===== src/rtl/ysyx_24070003_btb_upd_ctrl_pkg.sv =====
// Shared types for the BTB update scheduler: FSM encoding, BTB geometry, queue entry.
package ysyx_24070003_btb_upd_ctrl_pkg;

    typedef enum logic [1:0] {
        ST_IDLE  = 2'd0,
        ST_DRAIN = 2'd1,
        ST_FLUSH = 2'd2
    } btb_upd_state_t;

    // BTB geometry: PC[1:0] is the instruction offset, the next 2 bits index the BTB.
    localparam int BTB_OFF_W = 2;
    localparam int BTB_IDX_W = 2;

    typedef struct packed {
        logic [31:0] pc;
        logic [31:0] target;
    } btb_entry_t;

endpackage


===== src/rtl/ysyx_24070003_btb_upd_ctrl_if.sv =====
// EXU/IFU/BTB-side signal bundle of the BTB update scheduler.
interface ysyx_24070003_btb_upd_ctrl_if #(
    parameter int DEPTH = 4
);
    localparam int CW = $clog2(DEPTH) + 1;

    logic          exu_valid;
    logic          exu_ready;
    logic [31:0]   exu_pc;
    logic [31:0]   exu_target;
    logic          exu_taken;
    logic          exu_mispred;
    logic          ifu_lookup;
    logic          fence_i;
    logic          btb_update_valid;
    logic [31:0]   btb_update_pc;
    logic [31:0]   btb_target_pc;
    logic          btb_clear;
    logic [CW-1:0] q_count;
    logic          busy;

    // Driver side (EXU/IFU models, testbench)
    modport master (
        output exu_valid, exu_pc, exu_target, exu_taken, exu_mispred,
        output ifu_lookup, fence_i,
        input  exu_ready, btb_update_valid, btb_update_pc, btb_target_pc,
        input  btb_clear, q_count, busy
    );

    // Scheduler side
    modport slave (
        input  exu_valid, exu_pc, exu_target, exu_taken, exu_mispred,
        input  ifu_lookup, fence_i,
        output exu_ready, btb_update_valid, btb_update_pc, btb_target_pc,
        output btb_clear, q_count, busy
    );

endinterface


===== src/rtl/ysyx_24070003_btb_upd_fifo.sv =====
// Circular buffer of pending BTB writes with an in-place target rewrite of the tail entry.
module ysyx_24070003_btb_upd_fifo
    import ysyx_24070003_btb_upd_ctrl_pkg::*;
#(
    parameter  int DEPTH = 4,
    localparam int AW    = $clog2(DEPTH),
    localparam int CW    = AW + 1
) (
    input  logic        clock,
    input  logic        reset,
    input  logic        i_clear,
    input  logic        i_push,
    input  btb_entry_t  i_push_data,
    input  logic        i_merge,
    input  logic [31:0] i_merge_target,
    input  logic        i_pop,
    output btb_entry_t  o_head,
    output btb_entry_t  o_tail,
    output logic [CW-1:0] o_count
);

    btb_entry_t    r_mem [DEPTH];
    logic [AW-1:0] r_wr_ptr;
    logic [AW-1:0] r_rd_ptr;
    logic [CW-1:0] r_count;
    logic [AW-1:0] w_tail_ptr;

    assign w_tail_ptr = r_wr_ptr - AW'(1);

    // Pointer and occupancy bookkeeping; clear and reset both empty the queue.
    always_ff @(posedge clock) begin
        if (!reset || i_clear) begin
            r_wr_ptr <= '0;
            r_rd_ptr <= '0;
            r_count  <= '0;
        end else begin
            if (i_push) r_wr_ptr <= r_wr_ptr + AW'(1);
            if (i_pop)  r_rd_ptr <= r_rd_ptr + AW'(1);
            case ({i_push, i_pop})
                2'b10:   r_count <= r_count + CW'(1);
                2'b01:   r_count <= r_count - CW'(1);
                default: r_count <= r_count;
            endcase
        end
    end

    // Entry storage needs no reset: occupancy gates every read.
    always_ff @(posedge clock) begin
        if (i_push)
            r_mem[r_wr_ptr] <= i_push_data;
        else if (i_merge)
            r_mem[w_tail_ptr].target <= i_merge_target;
    end

    assign o_head  = r_mem[r_rd_ptr];
    assign o_tail  = r_mem[w_tail_ptr];
    assign o_count = r_count;

endmodule


===== src/rtl/ysyx_24070003_btb_upd_ctrl.sv =====
// BTB update scheduler: filters resolved branches from the EXU, queues mispredicted
// taken ones, and drains them to the BTB around IFU lookups with a starvation override.
module ysyx_24070003_btb_upd_ctrl
    import ysyx_24070003_btb_upd_ctrl_pkg::*;
#(
    parameter int DEPTH        = 4,
    parameter int STARVE_LIMIT = 8
) (
    input logic                          clock,
    input logic                          reset,
    ysyx_24070003_btb_upd_ctrl_if.slave  bus
);

    localparam int AW = $clog2(DEPTH);
    localparam int CW = AW + 1;
    localparam int SW = $clog2(STARVE_LIMIT + 1);
    localparam logic [CW-1:0] L_DEPTH = CW'(DEPTH);
    localparam logic [SW-1:0] L_LIMIT = SW'(STARVE_LIMIT);

    btb_upd_state_t r_state;
    logic [SW-1:0]  r_starve;

    btb_entry_t    w_head;
    btb_entry_t    w_tail;
    btb_entry_t    w_push_data;
    logic [CW-1:0] w_count;
    logic          w_empty;
    logic          w_ready;
    logic          w_starved;
    logic          w_upd;
    logic          w_qual;
    logic          w_tail_hit;
    logic          w_merge;
    logic          w_push;
    logic          w_blocked;

    assign w_empty     = (w_count == '0);
    assign w_ready     = reset && !bus.fence_i && (r_state != ST_FLUSH) && (w_count < L_DEPTH);
    assign w_starved   = (r_starve == L_LIMIT);
    // Strobe is gated by reset so nothing is written in a reset cycle.
    assign w_upd       = reset && (r_state == ST_DRAIN) && !w_empty
                         && (!bus.ifu_lookup || w_starved);
    assign w_blocked   = (r_state == ST_DRAIN) && !w_empty && bus.ifu_lookup && !w_starved;
    assign w_qual      = bus.exu_valid && w_ready && bus.exu_taken && bus.exu_mispred;
    // A tail that is also the head being popped is gone after this edge, so it cannot absorb a merge.
    assign w_tail_hit  = !w_empty && (w_tail.pc == bus.exu_pc)
                         && !(w_upd && (w_count == CW'(1)));
    assign w_merge     = w_qual && w_tail_hit;
    assign w_push      = w_qual && !w_tail_hit;
    assign w_push_data = '{pc: bus.exu_pc, target: bus.exu_target};

    ysyx_24070003_btb_upd_fifo #(.DEPTH(DEPTH)) u_fifo (
        .clock          (clock),
        .reset          (reset),
        .i_clear        (bus.fence_i),
        .i_push         (w_push),
        .i_push_data    (w_push_data),
        .i_merge        (w_merge),
        .i_merge_target (bus.exu_target),
        .i_pop          (w_upd),
        .o_head         (w_head),
        .o_tail         (w_tail),
        .o_count        (w_count)
    );

    // Scheduler FSM and starvation counter.
    always_ff @(posedge clock) begin
        if (!reset) begin
            r_state  <= ST_IDLE;
            r_starve <= '0;
        end else if (bus.fence_i) begin
            r_state  <= ST_FLUSH;
            r_starve <= '0;
        end else begin
            case (r_state)
                ST_IDLE: begin
                    r_starve <= '0;
                    if (w_push) r_state <= ST_DRAIN;
                end
                ST_DRAIN: begin
                    if (w_upd)
                        r_starve <= '0;
                    else if (w_blocked)
                        r_starve <= r_starve + SW'(1);
                    if (w_upd && (w_count == CW'(1)) && !w_push)
                        r_state <= ST_IDLE;
                end
                default: begin
                    r_state  <= ST_IDLE;
                    r_starve <= '0;
                end
            endcase
        end
    end

    assign bus.exu_ready        = w_ready;
    assign bus.btb_update_valid = w_upd;
    assign bus.btb_update_pc    = w_empty ? 32'h0 : w_head.pc;
    assign bus.btb_target_pc    = w_empty ? 32'h0 : w_head.target;
    assign bus.btb_clear        = (r_state == ST_FLUSH);
    assign bus.q_count          = w_count;
    assign bus.busy             = (r_state != ST_IDLE);

endmodule


===== src/flat_wrapper.sv =====
// flat-port wrapper written by rule: the top's interface ports become plain ports
module ysyx_24070003_btb_upd_ctrl_flat import ysyx_24070003_btb_upd_ctrl_pkg::*;
#(
    parameter int DEPTH        = 4,
    parameter int STARVE_LIMIT = 8
)
  (clock, reset, bus_exu_valid, bus_exu_pc, bus_exu_target, bus_exu_taken, bus_exu_mispred, bus_ifu_lookup, bus_fence_i, bus_exu_ready, bus_btb_update_valid, bus_btb_update_pc, bus_btb_target_pc, bus_btb_clear, bus_q_count, bus_busy);
  ysyx_24070003_btb_upd_ctrl_if #(.DEPTH(DEPTH)) bus_i ();
  input logic clock;
  input logic reset;
  input wire logic [$bits(bus_i.exu_valid)-1:0] bus_exu_valid;
  input wire logic [$bits(bus_i.exu_pc)-1:0] bus_exu_pc;
  input wire logic [$bits(bus_i.exu_target)-1:0] bus_exu_target;
  input wire logic [$bits(bus_i.exu_taken)-1:0] bus_exu_taken;
  input wire logic [$bits(bus_i.exu_mispred)-1:0] bus_exu_mispred;
  input wire logic [$bits(bus_i.ifu_lookup)-1:0] bus_ifu_lookup;
  input wire logic [$bits(bus_i.fence_i)-1:0] bus_fence_i;
  output wire logic [$bits(bus_i.exu_ready)-1:0] bus_exu_ready;
  output wire logic [$bits(bus_i.btb_update_valid)-1:0] bus_btb_update_valid;
  output wire logic [$bits(bus_i.btb_update_pc)-1:0] bus_btb_update_pc;
  output wire logic [$bits(bus_i.btb_target_pc)-1:0] bus_btb_target_pc;
  output wire logic [$bits(bus_i.btb_clear)-1:0] bus_btb_clear;
  output wire logic [$bits(bus_i.q_count)-1:0] bus_q_count;
  output wire logic [$bits(bus_i.busy)-1:0] bus_busy;
  assign bus_i.exu_valid = bus_exu_valid;
  assign bus_i.exu_pc = bus_exu_pc;
  assign bus_i.exu_target = bus_exu_target;
  assign bus_i.exu_taken = bus_exu_taken;
  assign bus_i.exu_mispred = bus_exu_mispred;
  assign bus_i.ifu_lookup = bus_ifu_lookup;
  assign bus_i.fence_i = bus_fence_i;
  assign bus_exu_ready = bus_i.exu_ready;
  assign bus_btb_update_valid = bus_i.btb_update_valid;
  assign bus_btb_update_pc = bus_i.btb_update_pc;
  assign bus_btb_target_pc = bus_i.btb_target_pc;
  assign bus_btb_clear = bus_i.btb_clear;
  assign bus_q_count = bus_i.q_count;
  assign bus_busy = bus_i.busy;
  ysyx_24070003_btb_upd_ctrl #(.DEPTH(DEPTH), .STARVE_LIMIT(STARVE_LIMIT)) u_core (.clock(clock), .reset(reset), .bus(bus_i));
endmodule

===== config.mk =====
export PLATFORM = sky130hd
export DESIGN_NAME = ysyx_24070003_btb_upd_ctrl_flat
export DESIGN_NICKNAME = d
export VERILOG_FILES = /design/src/rtl/ysyx_24070003_btb_upd_ctrl_pkg.sv /design/src/rtl/ysyx_24070003_btb_upd_ctrl_if.sv /design/src/rtl/ysyx_24070003_btb_upd_fifo.sv /design/src/rtl/ysyx_24070003_btb_upd_ctrl.sv /design/src/flat_wrapper.sv
export SDC_FILE = /design/constraint.sdc
export NUM_CORES = 1
export LEC_CHECK = 0
export CORE_MARGIN = 2
export CORE_UTILIZATION = 52
export CTS_BUF_LIST = sky130_fd_sc_hd__clkbuf_16
export DETAILED_ROUTE_END_ITERATION = 10
export GPL_ROUTABILITY_DRIVEN = 0
export PLACE_DENSITY_LB_ADDON = 0.25
export SLEW_MARGIN = 20
export SYNTH_ARGS = -nofsm -noshare
export SYNTH_HDL_FRONTEND = slang
export SYNTH_SLANG_ARGS = --single-unit

===== constraint.sdc =====
create_clock -name clock -period 6.9 [get_ports clock]
set_clock_uncertainty 0.2 [all_clocks]
set_input_delay 0.69 -clock clock [delete_from_list [all_inputs] [get_ports clock]]
set_output_delay 0.69 -clock clock [all_outputs]
set_load 0.05 [all_outputs]

== Word-level counts from Yosys, hierarchy flattened ==
Memory sizes are Yosys's and may differ from the RTL's. A register that Yosys moved wholly into a read port is not among the register bits.
Cells that the tools add are included.
Word-level totals
  word-level logic and storage cells: 82
  flip-flop bits (word level): 13
  memories: 1
  bits in writable memories: 256
Operators by class
  equal/unequal tests: 12
  magnitude comparators: 1
  reductions and logical operators: 37
  mux-type cells: 17
  add/sub/neg operators: 6
  bitwise operators: 2
Memories
  u_core.u_fifo.r_mem: depth 4, bits a word 64, read ports 2, clocked after memory_dff 1, write ports 1, line ysyx_24070003_btb_upd_fifo.sv:22  | btb_entry_t r_mem [DEPTH];
Operators with widths (count)
  $mux 32: 2
  $mux 64: 1
  $reduce_or 64->1: 1
  $eq 32x32->1: 1
  $logic_and 1x1->1: 18
  $mux 2: 7
  $logic_not 1->1: 8
  $ne 2x2->1 const B: 3
  $ne 3x3->1 const B: 2
  $pmux 3 s2: 1
  $mux 1: 5
  $add 2x1->2 const B: 2
  $add 4x1->4 const B: 1
  $eq 2x1->1 const B: 2
  $eq 2x2->1 const B: 2
  $eq 4x4->1 const B: 1
  $pmux 2 s2: 1
  $reduce_and 2->1: 2
  $reduce_bool 2->1: 2
  $reduce_or 4->1: 1
  $add 3x1->3 const B: 1
  $eq 3x1->1 const B: 1
  $logic_not 3->1: 1
  $lt 3x3->1 const B: 1
  other kinds (6): 8

== Longest topological paths before layout ==
  depth in word-level cells: 14
  mapped depth: 12

== Hierarchy ==
From an unflattened synthesis, not the netlist that was laid out.
Unflattened totals
  cell total of the unflattened synthesis: 696
  area, all modules: 13118.8 µm²
Modules (own cells, without submodules)
  ysyx_24070003_btb_upd_fifo: area each 11947.7 µm², instances 1, cells each 530
  ysyx_24070003_btb_upd_ctrl: area each 1171.1 µm², instances 1, cells each 166

== Least setup slack after synthesis ==
Ideal clock, no wire load.
  path kind: reg2reg
  from: register u_core.u_fifo.r_count[0], in the netlist u_core.u_fifo.o_count[0]
  to: memory u_core.u_fifo.r_mem[1][32] (netlist name) (enable)
  arrival: 5.117 ns
  cell stages (with the launch flop): 10
  path slack: 1.116 ns
  required time: 6.232 ns
  library setup time: 0.468 ns
  cells stage by stage: dfxtp_1 inv_1 ha_1 nor2b_1 a2111oi_4 a32o_1 a2111oi_2 nand3_2 nand2_1 nor3b_1
On the way
  cells in the longest elaborated chain, start to end: 13
  elaborated cells between the ends (all ways): 25
  those cells by class: order compare (1); eq/ne (1); mux (7); reduce/logical (16)
RTL lines
  from (decl): line ysyx_24070003_btb_upd_fifo.sv:25  | logic [CW-1:0] r_count;
  from (signal assigned): line ysyx_24070003_btb_upd_fifo.sv:40  | 2'b10: r_count <= r_count + CW'(1);
  from (signal assigned): line ysyx_24070003_btb_upd_fifo.sv:41  | 2'b01: r_count <= r_count - CW'(1);
  from (signal assigned): line ysyx_24070003_btb_upd_fifo.sv:42  | default: r_count <= r_count;
  $logic_not 3->1 (*): line ysyx_24070003_btb_upd_ctrl.sv:37  | assign w_empty = (w_count == '0);
  $logic_not 1->1 (*): line ysyx_24070003_btb_upd_ctrl.sv:41  | assign w_upd = reset && (r_state == ST_DRAIN) && !w_empty
  $logic_and 1x1->1 (*): line ysyx_24070003_btb_upd_ctrl.sv:41
  $logic_and 1x1->1 (*): line ysyx_24070003_btb_upd_ctrl.sv:42  | && (!bus.ifu_lookup || w_starved);
  net bus_btb_update_valid: line flat_wrapper.sv:19  | output wire logic [$bits(bus_i.btb_update_valid)-1:0] bus_btb_update_valid;
  $logic_and 1x1->1 (*): line ysyx_24070003_btb_upd_ctrl.sv:47  | && !(w_upd && (w_count == CW'(1)));
  $logic_not 1->1 (*): line ysyx_24070003_btb_upd_ctrl.sv:47
  $logic_and 1x1->1 (*): line ysyx_24070003_btb_upd_ctrl.sv:47
  $logic_and 1x1->1 or $logic_not 1->1 (tied branches): line ysyx_24070003_btb_upd_ctrl.sv:48, ysyx_24070003_btb_upd_ctrl.sv:49
  $mux 1 or $logic_and 1x1->1 (tied branches): line ysyx_24070003_btb_upd_fifo.sv:51, ysyx_24070003_btb_upd_ctrl.sv:49
  $mux 1: line ysyx_24070003_btb_upd_fifo.sv:49  | if (i_push)
  $mux 1 (implied by the code): line ysyx_24070003_btb_upd_fifo.sv:52  | r_mem[w_tail_ptr].target <= i_merge_target;
  $reduce_or 64->1 (no source line)
  $mux 2 (no source line)
  to (decl): line ysyx_24070003_btb_upd_fifo.sv:22
The timed path passes the listed nets; every way through them passes the cells marked *.

==> flow_results.org <==
** Clock tree
- Number of hold-repair buffers added at the cts stage :: 0
- After clock tree synthesis, the clock-pin slew on the worst setup and hold paths is 0.06 ns.
- Max Root-Sink Buffers :: 3
- Worst skew pair latency :: 0.53 ns
- Post-CTS resize count :: 0
- Once the clock tree was built, the setup fixing pass inserted 0 buffers.
- Clock root cell :: sky130_fd_sc_hd__clkbuf_16
- The clock net in this run drives a total of 271 sinks.
- Clock tree synthesis inserted a total of 28 buffers.
- TritonCTS clock tree :: yes
- Number of levels the H-tree was split into :: 1

** Logic synthesis
- Post-synthesis instance area :: 11650 um^2
- Post-Synthesis Net Count :: 678
- Synthesis instantiated 41 different standard cells from the library.
- Sequential element share of the synthesized area :: 68.55%
- The Yosys step of the flow raised 0 warnings.
- Gate count after technology mapping :: 600
- The average instance in the mapped netlist occupies 19.42 um^2.
- Synthesis inferred 271 register bits.
- For this run, the leading register cell type out of synthesis is sky130_fd_sc_hd__edfxtp_1.
- Counting flops with a built-in enable in the synthesized netlist gives 256.
- Asr flop ratio synth :: 0%

** STA
- Part of the cycle the worst path needs :: 64.24%
- Setup repair after global routing missed its margin :: false
- Fmax :: 0.2256 GHz
- Number of max-slew violations in the final report :: 0
- Aggregate negative setup slack :: 0 ns
- Setup-failing EPs final :: 0
- At the pin with the least slew margin, the transition time is 1.023 ns.
- The total count of hold-check failures in the final report is 0.
- Minimum clock period :: 4.432 ns
- Final hold analysis gives a worst-case slack of 0.2843 ns.
- In this run the tightest slew margin relative to its limit is 31.82%.

** Setup path
- The worst register-to-register path has a setup slack of 2.60 ns.
- Along the worst path, the maximum fanout reaches 33.
- STA puts the critical path data required time at 6.01 ns.
- Endpoint class of the critical path :: primary output
- Worst Setup Path Type :: flip-flop to primary output
- Data arrives at the worst endpoint at 3.54 ns.
- STA classifies the critical path startpoint as a flip-flop.

** Floorplanning
- During I/O placement, the number of pins put on the boundary was 142.
- Die Wd :: 153.7 um
- After floorplanning, the core was sized to cover 21890 um^2.
- The initial utilization of the core area, before any placement, comes to 53.23%.
- Area enclosed by the die boundary :: 23620 um^2
- Overall die height :: 153.7 um
- After floorplanning, the core was divided into 54 placement rows.

** Global routing
- Vias in the first global route :: 6927
- The total overflow left after global routing is 0.
- The number of antenna violations at the first check in global routing was 2.
- First-pass GRT wire length :: 39010 um
- Entering global routing, the biggest net connects 67 pins.
- Global router's overall resource usage :: 21.27%

** Pwr
- IR analysis of the VDD net gives a maximum drop of 227.1 uV.
- Power per Cell Area :: 232.5 nW/um^2
- LEAKAGE :: 0.004315 uW

** Detailed routing
- Average via count per standard cell :: 5.923
- Number of design rule violations left after detail routing :: 0
- Starting DRC count in detailed routing :: 497
- DR pass1 iterations :: 4
- After detailed routing, the average wire length per cell comes to 23.36 um.
- Total via count in the routed design :: 6249
- Count of antenna-violating nets left after detailed routing :: 0
- The routed design has 24640 um of wire.

** Placed design
- Port Buf Inserts :: 141
- Sum of net half-perimeters after detailed placement :: 14960 um
- Placed cell areas :: 13430 um^2

** Finish
- Area growth syn-to-layout :: 23.26%
- Share of layout cells above drive strength 1 :: 20.54%
- Cell area after layout :: 14360 um^2
- In the final design database the tool counted 830 nets.

** Run status
- Status :: finished, final reports clean

** Job
- Max Cap Viol :: 0

** Hold path
- Path class of the lowest-slack min-delay path :: flip-flop to flip-flop
## cells by family (layout without fill, tap and decap cells)
group	count (synthesis)	in the layout	synth area share, %
mux	105	105	18.91
flops	271	271	68.55
compound gates	18	18	1.299
other cells	0	1	0
xor+xnor	40	40	3.007
simple gates	121	121	6.089
fa+ha+maj	7	7	0.7516
buf+inv	38	212	1.396
## sequential cells by signal (all words and copies together), names as in the netlist, named ones only
signal,count
u_core.u_fifo.r_wr_ptr,2
u_core.r_state,2
u_core.u_fifo.o_count,3
u_core.r_starve,4
u_core.u_fifo.r_rd_ptr,2
u_core.u_fifo.r_mem,256
## Yosys cell counts (3+ instances only)
master	n	share of area, %
sky130_fd_sc_hd__xor2_1	9	0.68
sky130_fd_sc_hd__clkbuf_1	16	0.52
sky130_fd_sc_hd__buf_4	4	0.26
sky130_fd_sc_hd__edfxtp_1	256	66
sky130_fd_sc_hd__nand4_1	10	0.54
sky130_fd_sc_hd__nor3_1	8	0.34
sky130_fd_sc_hd__nor2b_1	66	3.5
sky130_fd_sc_hd__nand2b_1	3	0.16
sky130_fd_sc_hd__a21oi_1	4	0.17
sky130_fd_sc_hd__ha_1	7	0.75
sky130_fd_sc_hd__buf_2	4	0.17
sky130_fd_sc_hd__xnor2_1	31	2.3
sky130_fd_sc_hd__nor2_1	13	0.42
sky130_fd_sc_hd__nand2_1	7	0.23
sky130_fd_sc_hd__dfxtp_1	15	2.6
sky130_fd_sc_hd__mux4_2	92	18
sky130_fd_sc_hd__mux2i_1	12	1.0
sky130_fd_sc_hd__buf_1	7	0.23
sky130_fd_sc_hd__inv_1	6	0.19
sky130_fd_sc_hd__o21ai_0	3	0.13
sky130_fd_sc_hd__or3_1	3	0.16
## layout by cell type, fill, tap and decap left out, types with 2 or more instances in the layout
cell	synthesis	routed
sky130_fd_sc_hd__clkbuf_16	0	29
sky130_fd_sc_hd__edfxtp_1	256	256
sky130_fd_sc_hd__o21ai_0	3	3
sky130_fd_sc_hd__nor2b_1	66	65
sky130_fd_sc_hd__buf_4	4	9
sky130_fd_sc_hd__xor2_1	9	9
sky130_fd_sc_hd__dfxtp_4	0	2
sky130_fd_sc_hd__inv_1	6	11
sky130_fd_sc_hd__nor2_4	0	3
sky130_fd_sc_hd__ha_1	7	7
sky130_fd_sc_hd__buf_16	0	3
sky130_fd_sc_hd__nand3_1	2	2
sky130_fd_sc_hd__a211oi_1	2	2
sky130_fd_sc_hd__nor3_1	8	6
sky130_fd_sc_hd__dfxtp_1	15	11
sky130_fd_sc_hd__clkinv_1	0	10
sky130_fd_sc_hd__nand4_1	10	10
sky130_fd_sc_hd__nor2_1	13	10
sky130_fd_sc_hd__clkinv_2	0	4
sky130_fd_sc_hd__mux4_2	92	92
sky130_fd_sc_hd__nand2_1	7	7
sky130_fd_sc_hd__a21oi_1	4	4
sky130_fd_sc_hd__or3_1	3	3
sky130_fd_sc_hd__and3_1	2	2
sky130_fd_sc_hd__nand2b_1	3	3
sky130_fd_sc_hd__xnor2_1	31	31
sky130_fd_sc_hd__mux2i_1	12	12
sky130_fd_sc_hd__dfxtp_2	0	2
sky130_fd_sc_hd__nor3_2	0	2
sky130_fd_sc_hd__bufinv_16	0	2
sky130_fd_sc_hd__clkdlybuf4s50_1	0	141
sky130_fd_sc_hd__clkinvlp_4	0	2
sky130_fd_sc_hd__o21a_1	2	2
## area by class of cell
type,instances,area [um^2]
antenna,1,2.502
clock buffer,29,725.7
clock inverter,23,151.4
fill,1514,7528
inverter,7,26.28
multi-input combinational,291,3547
sequential,271,7998
tap,280,350.3
timing repair buffer,153,1562
## report_power, final
group	internal, uW	switching (uW)	total [uW]
Sequential	1800	2.06	1800
Clock	829	594	1420
Combinational	55.8	56.7	113
Total	2690	653	3340
## metal layers
layer  vias to the layer above  global-route usage (%)  routed length, um
met3                        34                   5.581               1843
met4                         0                   5.024                447
met2                       237                   36.13              12570
li1                       2731                       -                  -
met1                      3247                   27.85               9787
met5                         -                       0                  0
## path summary, 6_finish.rpt
check                                         startpoint                                    to  depth (start not counted)
setup / recovery                               flip-flop                  bus_btb_target_pc[8]                          4
hold / removal            u_core.r_state[1]$_SDFFE_PN0P_        u_core.r_state[0]$_SDFFE_PP0P_                          1
setup reg to reg  u_core.u_fifo.r_wr_ptr[0]$_SDFFE_PP0P_  u_core.u_fifo.r_mem[0][15]$_DFFE_PP_                          9
hold reg to reg           u_core.r_state[1]$_SDFFE_PN0P_        u_core.r_state[0]$_SDFFE_PP0P_                          1
## critical path, cell delays in order (launching register included)
cell and delay (ns):
sky130_fd_sc_hd__dfxtp_4 0.78, sky130_fd_sc_hd__buf_4 0.65, sky130_fd_sc_hd__mux4_2 0.58, sky130_fd_sc_hd__nor2b_1 0.15, sky130_fd_sc_hd__clkdlybuf4s50_1 0.80
## through the flow
| step | cells | setup slack (ns) | utilization (%) | power [uW] |
|---|---|---|---|---|
| 3_3_place_gp | 999 | 2.671 | 61.21 | 1945 |
| 5_1_grt | 1054 | 2.181 | 65.60 | 3439 |
| 2_1_floorplan | 600 | 1.116 | - | 1875 |
| 6_report | 1055 | 2.468 | 65.61 | 3339 |
| 3_5_place_dp | 1000 | 2.595 | 61.34 | 1950 |
| 4_1_cts | 1052 | 2.349 | 65.35 | 3368 |
No activity file was read; power rests on OpenSTA's default activity.
